**config.mk**
```make
export PLATFORM = sky130hd
export DESIGN_NAME = aes_round_key_scheduler_flat
export DESIGN_NICKNAME = d
export VERILOG_FILES = /design/src/rtl/aes_round_key_scheduler_if.sv /design/src/rtl/aes_round_key_scheduler.sv /design/src/flat_wrapper.sv
export SDC_FILE = /design/constraint.sdc
export NUM_CORES = 2
export LEC_CHECK = 0
export ABC_AREA = 0
export CORE_ASPECT_RATIO = 1.1
export CORE_MARGIN = 2
export CORE_UTILIZATION = 45
export DETAILED_ROUTE_END_ITERATION = 7
export PLACE_DENSITY = 0.75
export SLEW_MARGIN = 25
export SYNTH_ARGS = -nofsm -noshare
export SYNTH_HDL_FRONTEND = slang
export SYNTH_SLANG_ARGS = --single-unit
```
**constraint.sdc**
```tcl
create_clock -name clk -period 13.5 [get_ports clk]
set_input_delay 4.05 -clock clk [delete_from_list [all_inputs] [get_ports clk]]
set_output_delay 4.05 -clock clk [all_outputs]
set_load 0.01 [all_outputs]
```
**src/rtl/aes_round_key_scheduler_if.sv**
```systemverilog
// Round-key read port between the AES round datapath (master) and the
// round-key scheduler (slave). Request/index go one way, a registered
// valid/data/err response comes back one cycle later.
// Optional feature macro: AES_RK_REVERSE_EN adds rk_rev (decryption order).
interface aes_round_key_scheduler_if;
  logic         rk_req;
  logic [3:0]   rk_idx;
`ifdef AES_RK_REVERSE_EN
  logic         rk_rev;
`endif
  logic         rk_valid;
  logic [127:0] rk_data;
  logic         rk_err;

`ifdef AES_RK_REVERSE_EN
  modport master (output rk_req, rk_idx, rk_rev, input rk_valid, rk_data, rk_err);
  modport slave  (input rk_req, rk_idx, rk_rev, output rk_valid, rk_data, rk_err);
`else
  modport master (output rk_req, rk_idx, input rk_valid, rk_data, rk_err);
  modport slave  (input rk_req, rk_idx, output rk_valid, rk_data, rk_err);
`endif
endinterface

```
**src/rtl/aes_round_key_scheduler.sv**
```systemverilog
// AES-256 round-key scheduler. On an accepted key_load it starts the key
// expansion engine, stores keys 0-1 straight from the cipher key and keys
// 2-14 from the engine's subkey stream, then serves round keys by index over
// a registered request/valid port. A stream that breaks early aborts to IDLE
// with a sticky exp_err.
// Optional feature macro: AES_RK_REVERSE_EN (rk_rev=1 serves entry[14-rk_idx]).
module aes_round_key_scheduler (
  input  logic                     clk,
  input  logic                     reset,
  input  logic                     key_load,
  input  logic [255:0]             key_in,
  output logic                     key_busy,
  output logic                     keys_ready,
  output logic                     exp_err,
  output logic                     exp_start,
  output logic [255:0]             exp_key,
  input  logic [127:0]             exp_subkey,
  input  logic                     exp_rdy,
  aes_round_key_scheduler_if.slave rk
);

  localparam logic [1:0] ST_IDLE    = 2'd0;
  localparam logic [1:0] ST_START   = 2'd1;
  localparam logic [1:0] ST_CAPTURE = 2'd2;
  localparam logic [1:0] ST_READY   = 2'd3;

  localparam logic [3:0] LAST_CNT   = 4'd12;  // 13 engine subkeys: keys 2..14
  localparam logic [3:0] MAX_IDX    = 4'd14;

  logic [1:0]   state;
  logic [3:0]   cnt;
  logic [3:0]   wr_idx;
  logic [3:0]   rd_idx;
  logic [127:0] key_mem [0:14];

  assign key_busy   = (state == ST_START) || (state == ST_CAPTURE);
  assign keys_ready = (state == ST_READY);
  assign wr_idx     = cnt + 4'd2;

  // Sequencing FSM: load acceptance, engine start pulse, capture counting, error flag.
  // NOTE: state registers use non-blocking (<=) so every flop samples pre-edge values.
  always_ff @(posedge clk) begin
    if (reset) begin
      state     <= ST_IDLE;
      cnt       <= 4'd0;
      exp_err   <= 1'b0;
      exp_start <= 1'b0;
      exp_key   <= '0;
    end else begin
      exp_start <= 1'b0;
      case (state)
        ST_IDLE, ST_READY: begin
          if (key_load) begin
            state     <= ST_START;
            exp_start <= 1'b1;
            exp_key   <= key_in;
            exp_err   <= 1'b0;
            cnt       <= 4'd0;
          end
        end
        ST_START: begin
          state <= ST_CAPTURE;
        end
        ST_CAPTURE: begin
          if (exp_rdy) begin
            if (cnt == LAST_CNT) begin
              state <= ST_READY;
              cnt   <= 4'd0;
            end else begin
              cnt <= cnt + 4'd1;
            end
          end else begin
            // Stream broke early: abandon it; later engine output is ignored.
            state   <= ST_IDLE;
            exp_err <= 1'b1;
            cnt     <= 4'd0;
          end
        end
        default: state <= ST_IDLE;
      endcase
    end
  end

  // Round-key storage: keys 0-1 from the registered key in START, 2-14 from the engine stream.
  // NOTE: the key array has no reset; it is unreadable until READY, which implies a full rewrite.
  always_ff @(posedge clk) begin
    if (!reset) begin
      if (state == ST_START) begin
        key_mem[0] <= exp_key[255:128];
        key_mem[1] <= exp_key[127:0];
      end else if ((state == ST_CAPTURE) && exp_rdy) begin
        key_mem[wr_idx] <= exp_subkey;
      end
    end
  end

  // Read index selection, optionally mirrored for decryption order.
  // NOTE: rd_idx gets a default before any conditional override so no latch is inferred.
  always_comb begin
    rd_idx = rk.rk_idx;
`ifdef AES_RK_REVERSE_EN
    if (rk.rk_rev) rd_idx = MAX_IDX - rk.rk_idx;
`endif
  end

  // Registered read port: one response per request, rejected unless READY and index in range.
  always_ff @(posedge clk) begin
    if (reset) begin
      rk.rk_valid <= 1'b0;
      rk.rk_err   <= 1'b0;
      rk.rk_data  <= '0;
    end else begin
      rk.rk_valid <= rk.rk_req;
      if (rk.rk_req && (state == ST_READY) && (rk.rk_idx <= MAX_IDX)) begin
        rk.rk_err  <= 1'b0;
        rk.rk_data <= key_mem[rd_idx];
      end else begin
        rk.rk_err  <= rk.rk_req;
        rk.rk_data <= '0;
      end
    end
  end

endmodule
```
**src/flat_wrapper.sv**
```systemverilog
// flat-port wrapper written by rule: the top's interface ports become plain ports
module aes_round_key_scheduler_flat 
  (clk, reset, key_load, key_in, key_busy, keys_ready, exp_err, exp_start, exp_key, exp_subkey, exp_rdy, rk_rk_req, rk_rk_idx, rk_rk_valid, rk_rk_data, rk_rk_err);
  aes_round_key_scheduler_if rk_i ();
  input  logic clk;
  input  logic reset;
  input  logic key_load;
  input  logic [255:0] key_in;
  output logic key_busy;
  output logic keys_ready;
  output logic exp_err;
  output logic exp_start;
  output logic [255:0] exp_key;
  input  logic [127:0] exp_subkey;
  input  logic exp_rdy;
  input wire logic [$bits(rk_i.rk_req)-1:0] rk_rk_req;
  input wire logic [$bits(rk_i.rk_idx)-1:0] rk_rk_idx;
  output wire logic [$bits(rk_i.rk_valid)-1:0] rk_rk_valid;
  output wire logic [$bits(rk_i.rk_data)-1:0] rk_rk_data;
  output wire logic [$bits(rk_i.rk_err)-1:0] rk_rk_err;
  assign rk_i.rk_req = rk_rk_req;
  assign rk_i.rk_idx = rk_rk_idx;
  assign rk_rk_valid = rk_i.rk_valid;
  assign rk_rk_data = rk_i.rk_data;
  assign rk_rk_err = rk_i.rk_err;
  aes_round_key_scheduler u_core (.clk(clk), .reset(reset), .key_load(key_load), .key_in(key_in), .key_busy(key_busy), .keys_ready(keys_ready), .exp_err(exp_err), .exp_start(exp_start), .exp_key(exp_key), .exp_subkey(exp_subkey), .exp_rdy(exp_rdy), .rk(rk_i));
endmodule
```
==> flow_summary.ini <==
[sta]
hold_viol = 0
rsz0062_at_grt = no
setup_viol = 0
skew_ns = 0.04710
tns_ns = 0
worst_hold_slack_ns = 0.4756
post-route-period-util = 0.5290
maxSlewViolCount = 0
maxSlewHeadroom = 0.2590
min_period_ns = 7.142
worst_pin_slew_ns = 1.111
max_freq_ghz = 0.1400

[global_route]
grt_pass1_wl_microns = 353500
grt_max_degree = 183
grt.overflow.total = 0
antenna_found_initial = 23
grt_pass1_vias = 52040
grt_usage = 0.2288

[placed_design]
post-dp-hpwl_microns = 146600
place.port_buffers = 782
routabilityCongestion = 0.8148

[clock_network]
cts_tree = done
cts_setup_buffers = 0
postCtsHoldBufs = 0
insertion_delay_ns = 0.88
clk_path_buf_depth = 3
root_buffer = clkbuf_16
numCtsBuffers = 230
cts_max_level = 4
cts-resized-gates = 0
numClockSinks = 2441
clk_pin_slew_ns = 0.07

[die]
start_util = 0.4514
dieArea_sq_mm = 0.2106
fp-row-count = 175
ioPinCount = 783
die_x_microns = 437.7
die_h_microns = 481.1
core-area_sq_mm = 0.2063

[setup_path]
path_common_cell = buf_4
critPathLaunchType = input port
crit_required_ns = 13.98
max_stage_delay_ns = 0.74
cp_top_family = buffers and inverters
crit_path_top_delay_cell = nor2_4
crit_fanout = 36
critical_path_buf_inv_count = 3
path_cells = clkdlybuf4s50_1 -> nand2_2 -> nor3_4 -> nand2_1 -> nor2_4 -> buf_4 -> buf_4
arrival_ns = 7.62
crit_type = input port to register
crit_path_end_kind = register

[job]
maxCapViolations = 0

[finish]
layout-drive-gt1-share = 0.1584
fin_util = 0.5401
nNetsFinal = 6460
num-fill-cells = 15890
syn_to_final_growth_pct = 19.63

[synthesis]
syn_inst = 5283
synth_simple_gate_area_frac = 0.03580
seq_area_frac_synth = 0.7449
synth_area_leader_cell = edfxtp_1
async_flop_share = 0
dominantRegCellSynth = edfxtp_1
synth.area.mux_share = 0.1523
synth_top_family_by_area = multiplexers
synthAdderAreaFrac = 0.001075
synth_area_sq_mm = 0.09311
ys_ff_latch = 2441
avgSynthCellArea_sq_um = 17.62
yosys-top-cells-area = edfxtp_1 (66%), dfxtp_1 (8.5%), mux4_2 (6.2%)
synth_edf_count = 2047
netlist.area_leader.share = 0.6602
yosys_warnings = 0
synthTopCellsByCount = edfxtp_1 (2047), nand2_1 (649), mux2i_1 (509)
synth_most_common_cell = edfxtp_1
synthXorXnorAreaFrac = 0.0003763
synth_compound_area_frac = 0.04538
netlist-cell-type-count = 38
syn_nets = 5684

[detailed_routing]
viasPerCell = 5.741
wl_microns = 246500
vias = 51790
drc_errors = 0
drtIter0Drc = 5598
first_pass_iters = 6
drt-wirelength-per-cell_microns = 27.33
antenna_left = 0

[run_status]
status = finished clean

[power]
ir_worst_vdd_mv = 0.1477
power.leakage_uw = 0.03816
cellPowerDensity_mw_per_mm2 = 149.7
power.total_uw = 16680

[hold_path]
hold_path.class = register to register
[tightest hold or removal path: stages, from the launching register on]
cell     delay (ns)
dfxtp_1        0.32
nand2_1        0.05
a21oi_1        0.05
[cells in the final DEF, fill, tap and decap left out, drive strengths merged]
master and n:
nand3 134, or3 1, and2 2, and3 1, a221oi 1, ha 8
inv 18, nor2b 6, mux2 258, clkinvlp 11, edfxtp 2047, a2bb2oi 1
xor2 3, and3b 1, buf 91, a22oi 381, a21oi 260, a41oi 1
mux2i 509, o21ai 3, a21o 2, and4b 1, nor2 22, mux4 257
nand2b 2, clkbuf 292, dfxtp 394, clkinv 96, nor3 4, clkdlybuf4s50 779
xnor2 1, diode 14, nand2 650, bufinv 26, a21boi 1
[state kept, by name, summed over array words and instances (netlist names)]
| register | cells |
|---|---|
| u_core.cnt | 4 |
| u_core.exp_err | 1 |
| u_core.exp_key | 256 |
| u_core.exp_start | 1 |
| u_core.key_mem | 2047 |
| u_core.rk.rk_data | 128 |
| u_core.rk.rk_err | 1 |
| u_core.rk.rk_valid | 1 |
| u_core.state | 2 |
[per-stage QoR]
step,cells,cell area [sq um],worst slack [ns]
finish,9021,111400,6.359
global route,9013,111400,6.242
CTS,9004,111300,6.424
detailed placement,8567,103500,5.475
global placement,8566,103400,5.488
floorplan,5283,93120,3.034
[logic make-up after synthesis]
kind of cell | count (synthesis)
DFF | 2441
buffers and inverters | 332
xor gates and xnor gates | 4
muxes | 1024
adders and majority gates | 8
AOI/OAI and AO/OA | 650
and+or+nand+nor | 824
[final timing paths]
path,depth (start not counted),end,from,slack (ns)
worst max register to register,8,u_core.key_mem[0][86],u_core.cnt[1],9.08
worst min-delay path,2,u_core.exp_key[70],u_core.exp_key[70],0.48
worst max-delay path,7,u_core.key_mem[13][84],exp_rdy,6.36
worst min register to register,2,u_core.exp_key[70],u_core.exp_key[70],0.48
[area by class of cell]
| cell class | count | area [sq um] | share of cell area |
|---|---|---|---|
| flip-flops and latches | 2441 | 69360 | 0.6226 |
| multi-input cells | 2510 | 22060 | 0.1981 |
| repair buffers | 870 | 8680 | 0.07792 |
| clock buffers | 292 | 6168 | 0.05538 |
| well taps | 2743 | 3432 | 0.03081 |
| clock inverters | 145 | 1634 | 0.01467 |
| diodes | 14 | 35.03 | 0.0003145 |
| inverters | 6 | 22.52 | 0.0002022 |
[routing by layer]
layer,GRT usage,part of all wire,up-vias
met5,0,0.00028,-
met4,0.08428,0.033,12
met3,0.04054,0.077,391
met2,0.3861,0.50,2377
met1,0.2970,0.39,26720
li1,-,-,22290
[report_power, final]
part / total, uW / internal (uW) / leakage, uW / switching [uW]
Clock: 6610 / 3750 / 0.00380 / 2850
Sequential: 8620 / 8440 / 0.0217 / 178
Combinational: 1450 / 637 / 0.0126 / 816
Total: 16700 / 12800 / 0.0382 / 3850
Power figures use the tool's default switching activity.
